--- config.mk ---
export PLATFORM = sky130hd
export DESIGN_NAME = fetch_stage
export DESIGN_NICKNAME = d
export VERILOG_FILES = /design/src/rtl/fetch_stage.sv
export SDC_FILE = /design/constraint.sdc
export NUM_CORES = 1
export LEC_CHECK = 0
export ABC_AREA = 1
export CORE_MARGIN = 2
export CORE_UTILIZATION = 45
export CTS_CLUSTER_SIZE = 40
export DETAILED_ROUTE_END_ITERATION = 12
export PLACE_DENSITY_LB_ADDON = 0.15
export SETUP_SLACK_MARGIN = 0.5
export SYNTH_ARGS = -nofsm -noshare
export SYNTH_HDL_FRONTEND = slang
export SYNTH_SLANG_ARGS = --single-unit
--- constraint.sdc ---
create_clock -name clk -period 5.8 [get_ports clk]
set_clock_uncertainty 0.05 [all_clocks]
set_input_delay 0.58 -clock clk [delete_from_list [all_inputs] [get_ports clk]]
set_output_delay 0.58 -clock clk [all_outputs]
set_load 0.02 [all_outputs]
--- src/rtl/fetch_stage.sv ---
// Instruction-fetch stage and IF/ID pipeline register for the P5 MIPS core.
// Optional annul support is enabled by defining FETCH_FLUSH_EN (adds the flush input).
module fetch_stage #(
  parameter logic [31:0] RESET_PC = 32'h0000_3000,
  parameter logic [31:0] NOP_WORD = 32'h0000_0000
) (
`ifdef FETCH_FLUSH_EN
  input  logic        flush,
`endif
  input  logic        clk,
  input  logic        reset,
  input  logic        stall,
  input  logic        br_taken,
  input  logic        j_en,
  input  logic        jr_en,
  input  logic [15:0] imm16,
  input  logic [25:0] index26,
  input  logic [31:0] rs_val,
  output logic [31:0] im_addr,
  input  logic [31:0] im_rdata,
  output logic [31:0] id_instr,
  output logic [31:0] id_pc,
  output logic [31:0] id_pc8,
  output logic [31:0] fetch_count
);

  logic [31:0] pc;
  logic [31:0] next_pc;
  logic [31:0] id_pc4;
  logic [31:0] br_offset;
  logic        annul;

  assign im_addr   = pc;
  assign id_pc4    = id_pc + 32'd4;
  assign id_pc8    = id_pc + 32'd8;
  assign br_offset = {{14{imm16[15]}}, imm16, 2'b00};

`ifdef FETCH_FLUSH_EN
  assign annul = flush;
`else
  assign annul = 1'b0;
`endif

  // Redirects come from the instruction in ID, so targets are relative to id_pc.
  always_comb begin
    next_pc = pc + 32'd4;
    if (jr_en)
      next_pc = {rs_val[31:2], 2'b00};
    else if (j_en)
      next_pc = {id_pc4[31:28], index26, 2'b00};
    else if (br_taken)
      next_pc = id_pc4 + br_offset;
  end

  always_ff @(posedge clk or posedge reset) begin
    if (reset) begin
      pc          <= RESET_PC;
      id_instr    <= NOP_WORD;
      id_pc       <= 32'd0;
      fetch_count <= 32'd0;
    end else if (!stall) begin
      pc    <= next_pc;
      id_pc <= pc;
      if (annul) begin
        id_instr <= NOP_WORD;
      end else begin
        id_instr    <= im_rdata;
        fetch_count <= fetch_count + 32'd1;
      end
    end
  end

endmodule

Word-level counts from Yosys, hierarchy flattened
Index checks and enable logic that the tools add are counted.
Word-level totals
  register bits after elaboration: 128
  input bits: 112
  output and inout bits: 160
Operators by class
  add/sub/neg operators: 5
  muxes and demuxes: 3
Operators by type and width (number)
  $mux 32: 3
  $add 32x3->32 const B: 2
  $add 32x1->32 const B: 1
  $add 32x32->32: 1
  $add 32x4->32 const B: 1

Longest topological paths before layout
  depth in word-level cells: 5
  depth in mapped cells: 26
  depth with buffers taken out: 26

Worst setup path before layout
Ideal clock, no wire load.
  path kind: register to register
  from: reg id_pc[4]
  to: reg pc[30], in the netlist im_addr[30]
  arrival: 3.173 ns
  data required time: 5.634 ns
  slack: 2.460 ns
  stages on the path, launching flop included: 24
  path buffers: 0
  clock period less this slack: 3.340 ns
  cell sequence: dfrtp_1 ha_1 inv_1 nor2_2 inv_2 nor2_2 inv_2 nor4_4 nand2_1 xor2_1 nand2_1 o21ai_0 ha_1 nand2_1 inv_1 nand2_1 and2_1 nand2_1 a21oi_1 nand3_1 nand3_1 nand3_1 nand2_1 nand2_1
Between the ends
  longest elaborated chain between the ends: 5
Ends and longest elaborated chain
  start: declaration: line 22  | output logic [31:0] id_pc,
  start signal: assignment: line 63  | id_pc <= pc;
  $add 32x3->32 *: line 34  | assign id_pc4 = id_pc + 32'd4;
  $add 32x32->32: line 52  | next_pc = id_pc4 + br_offset;
  $mux 32: line 51  | else if (br_taken)
  $mux 32 *: line 49  | else if (j_en)
  $mux 32 *: line 47  | if (jr_en)
  end signal: assignment: line 62  | pc <= next_pc;
  end: declaration: line 27  | logic [31:0] pc;
Mark *: on every way between the ends. The rest lies on a longest branch, timed or not.
A chain may end at the register's enable or synchronous reset.

Worst setup path in the final report
  from: reg id_pc[2]
  to: reg pc[31], in the netlist im_addr[31]
The elaborated chain is that of the path after synthesis.

==> impl_results.md <==
- Area delta synth->final: 35.3%
- Commonest non-fill, non-tap cells in the layout: nand2_1 (508), clkdlybuf4s50_1 (268), inv_1 (176)
- # Max-Cap Violations: 0
- HP Start: id_instr[7]$_DFFE_PP0N_
- # setup viols final: 0
- Share of layout cells above drive strength 1: 7.13%
- TritonRoute pass-1 iters: 5
- CTS resizes: 0
- I/O Buffers: 269
- Synth Register Bits: 128
- Hpwl dp: 28.4 mm
- Post-Synthesis Cells: 1,459
- Global-route wire length before repair: 56.2 mm
- Final wirelength: 36.4 mm
- Post-CTS Hold Buffers: 0
- RePlAce Congestion: 0.956
- Final min period: 3.92 ns
- DRC Markers: 0
- Final nets: 1,861
- Worst Path Max Fanout: 13
- Cell Area, Synth: 9940 sq um
- Setup TNS: 0 ns
- Worst EP required: 6.07 ns
- Vias: 10,600
- Die area: 23,300 sq um
- RR Endpoint: im_addr[31]$_DFFE_PP0N_
- Die Span Y: 153 microns
- # diodes: 0
- Initial drt markers: 755
- Post-synthesis area per instance: 6.82 sq um
- Status: complete, no violations
- Yosys warns: 0
- Post-CTS Setup Inserts: 0
- Static Leakage: 6.42 nW
- Gr ovfl total: 0
- Hold-critical path depth: 2
- CTS tree: yes
- Initial core utilization: 45.7%
- Unique masters post-synth: 47
- Clk sink count: 128
- Post-Syn Nets: 1,609
- Slew headroom: 28.3%
- Global Route Usage Sum: 30.9%
- Core Footprint: 21,800 sq um
- Root buffer cell: clkbuf_16
- Clk Latency, worst-skew pair: 0.43 ns
- TritonCTS buffer count: 17
- Power per Cell Area: 273 nW/um^2
- Most common cell after layout, fill and taps aside: nand2_1
- Arrival @ worst endpoint: 4.19 ns
- R2R Setup Slk: 1.88 ns
- Max frequency: 0.255 GHz
- Worst hold slack: 0.429 ns
- Reg2reg start: id_pc[2]$_DFFE_PP0N_
- Synth area leader: dfrtp_1
- Die X: 153 microns
- R2R depth: 20
- Tcrit/Tclk final: 67.6%
- H-tree level count: 4
- Row count: 54
- Nature of the critical path endpoint: flip-flop
- Leading post-synthesis cells by cell area: dfrtp_1 (32%), nand2_1 (19%), inv_1 (6.7%)
- Vias in the first global route: 10,200
- Final Max Tran Viols: 0
- Largest net degree at the start of global routing: 79
- Hold Path Sink: id_instr[7]$_DFFE_PP0N_
- Worst vdd ir: 0.245 mV
- Nature of the critical path startpoint: flip-flop
- Share of the synthesized area in the top cell type: 31.7%
- Via-to-Cell Ratio: 5.29
- Worst Hold Class: reg -> reg
- Seq/Total Area, Yosys: 32.2%
- Final hold vios: 0
- Crit Path Category: reg -> reg
- Routed len/inst: 18.1 microns
- I/O pin total: 272
- Number of routed nets with antenna violations: 0
- Antenna violations before repair: 0
- Worst-case clock buffer depth: 2
- RSZ-0062 raised after global routing: false
- Worst slew pin tran: 1.07 ns
- Reg clk slew, reported paths: 0.06 ns
==> metal layers <==
metal	global-route usage, %	vias up	share of wire [%]
met5	0	-	0
met4	10.1	0	2.7
met3	7.20	52	8.7
met2	49.8	435	46
met1	41.1	4937	43
li1	-	5178	-
==> worst max-delay path, stage by stage, from the launching register on <==
cell and delay [ns]:
dfrtp_1 0.66, ha_1 0.27, nand3_1 0.17, nor2_1 0.33
inv_1 0.09, nor2_2 0.23, nand2_1 0.13, xor2_1 0.28
inv_1 0.08, ha_1 0.37, nand2_1 0.15, nor3_1 0.24
nand2_1 0.12, nor2_1 0.15, nand2_1 0.07, nand2_1 0.07
nand2_1 0.05, nand3_1 0.12, nand2_1 0.08, nand2_1 0.06
nand2_1 0.04
==> through the flow <==
step / setup WS, ns / total power [mW] / std cells / cell area, sq um / util, %
floorplan: 1.76 / 1.93 / 1459 / 9940 / -
global placement: 2.01 / 2.53 / 1972 / 12800 / 59.0
detailed placement: 1.95 / 2.54 / 1972 / 12800 / 59.0
CTS: 1.92 / 3.67 / 2004 / 13500 / 61.8
global route: 1.54 / 3.85 / 2004 / 13500 / 61.8
finish: 1.88 / 3.67 / 2004 / 13500 / 61.8
==> area by class of cell <==
class / instances / area (sq um)
clock buffers: 18 / 429
inverters: 186 / 701
clock inverters: 14 / 179
flip-flops and latches: 128 / 3210
well taps: 280 / 350
fillers: 1992 / 8300
repair buffers: 274 / 2730
multi-input cells: 1104 / 5860
==> report_power, final <==
part | switching, mW | internal [mW] | leakage [nW]
Clock | 0.440 | 0.682 | 0.288
Sequential | 0.175 | 0.994 | 1.57
Combinational | 0.816 | 0.560 | 4.56
Total | 1.43 | 2.24 | 6.42
==> cell usage after synthesis, drive strengths merged <==
library cell,n
a31oi,7
dfrtp,126
o221ai,4
nor2,115
mux2i,1
nand2,520
a221oi,1
nor3,33
nor4,6
dfstp,2
or2,1
and2,2
clkbuf,27
o221a,19
a22oi,1
o21bai,8
o22ai,4
nand3b,3
fa,1
o21ai,90
nor3b,3
buf,14
ha,37
nand3,95
xor2,64
nand4,20
clkinv,1
a21oi,44
a41oi,1
xnor2,22
a21o,1
inv,185
and3,1
==> logic make-up (layout without fill, tap and decap cells) <==
logic type,after synthesis,after routing,share of synthesized area (%)
fa+ha+maj,38,38,4.86
buf+inv,227,492,8.83
xor+xnor,86,86,7.58
flops,128,128,32.2
simple gates,799,799,35.5
mux,1,1,0.101
compound gates,180,180,10.9
==> how the worst max path moves through the flow <==
stage	start	depth (start not counted)	slack, ns	end
global placement	id_pc[2]$_DFFE_PP0N_	20	2.01	im_addr[31]$_DFFE_PP0N_
floorplan	reset	1	1.76	fetch_count[0]$_DFFE_PP0N_
global route	id_pc[2]$_DFFE_PP0N_	20	1.54	im_addr[31]$_DFFE_PP0N_
finish	id_pc[2]$_DFFE_PP0N_	20	1.88	im_addr[31]$_DFFE_PP0N_
CTS	id_pc[2]$_DFFE_PP0N_	20	1.92	im_addr[31]$_DFFE_PP0N_
detailed placement	id_pc[2]$_DFFE_PP0N_	20	1.95	im_addr[31]$_DFFE_PP0N_
==> state kept, by name (all words and copies together), names as in the netlist <==
signal       count
fetch_count     32
id_instr        32
id_pc           32
im_addr         32
(Power assumes the default switching activity.)
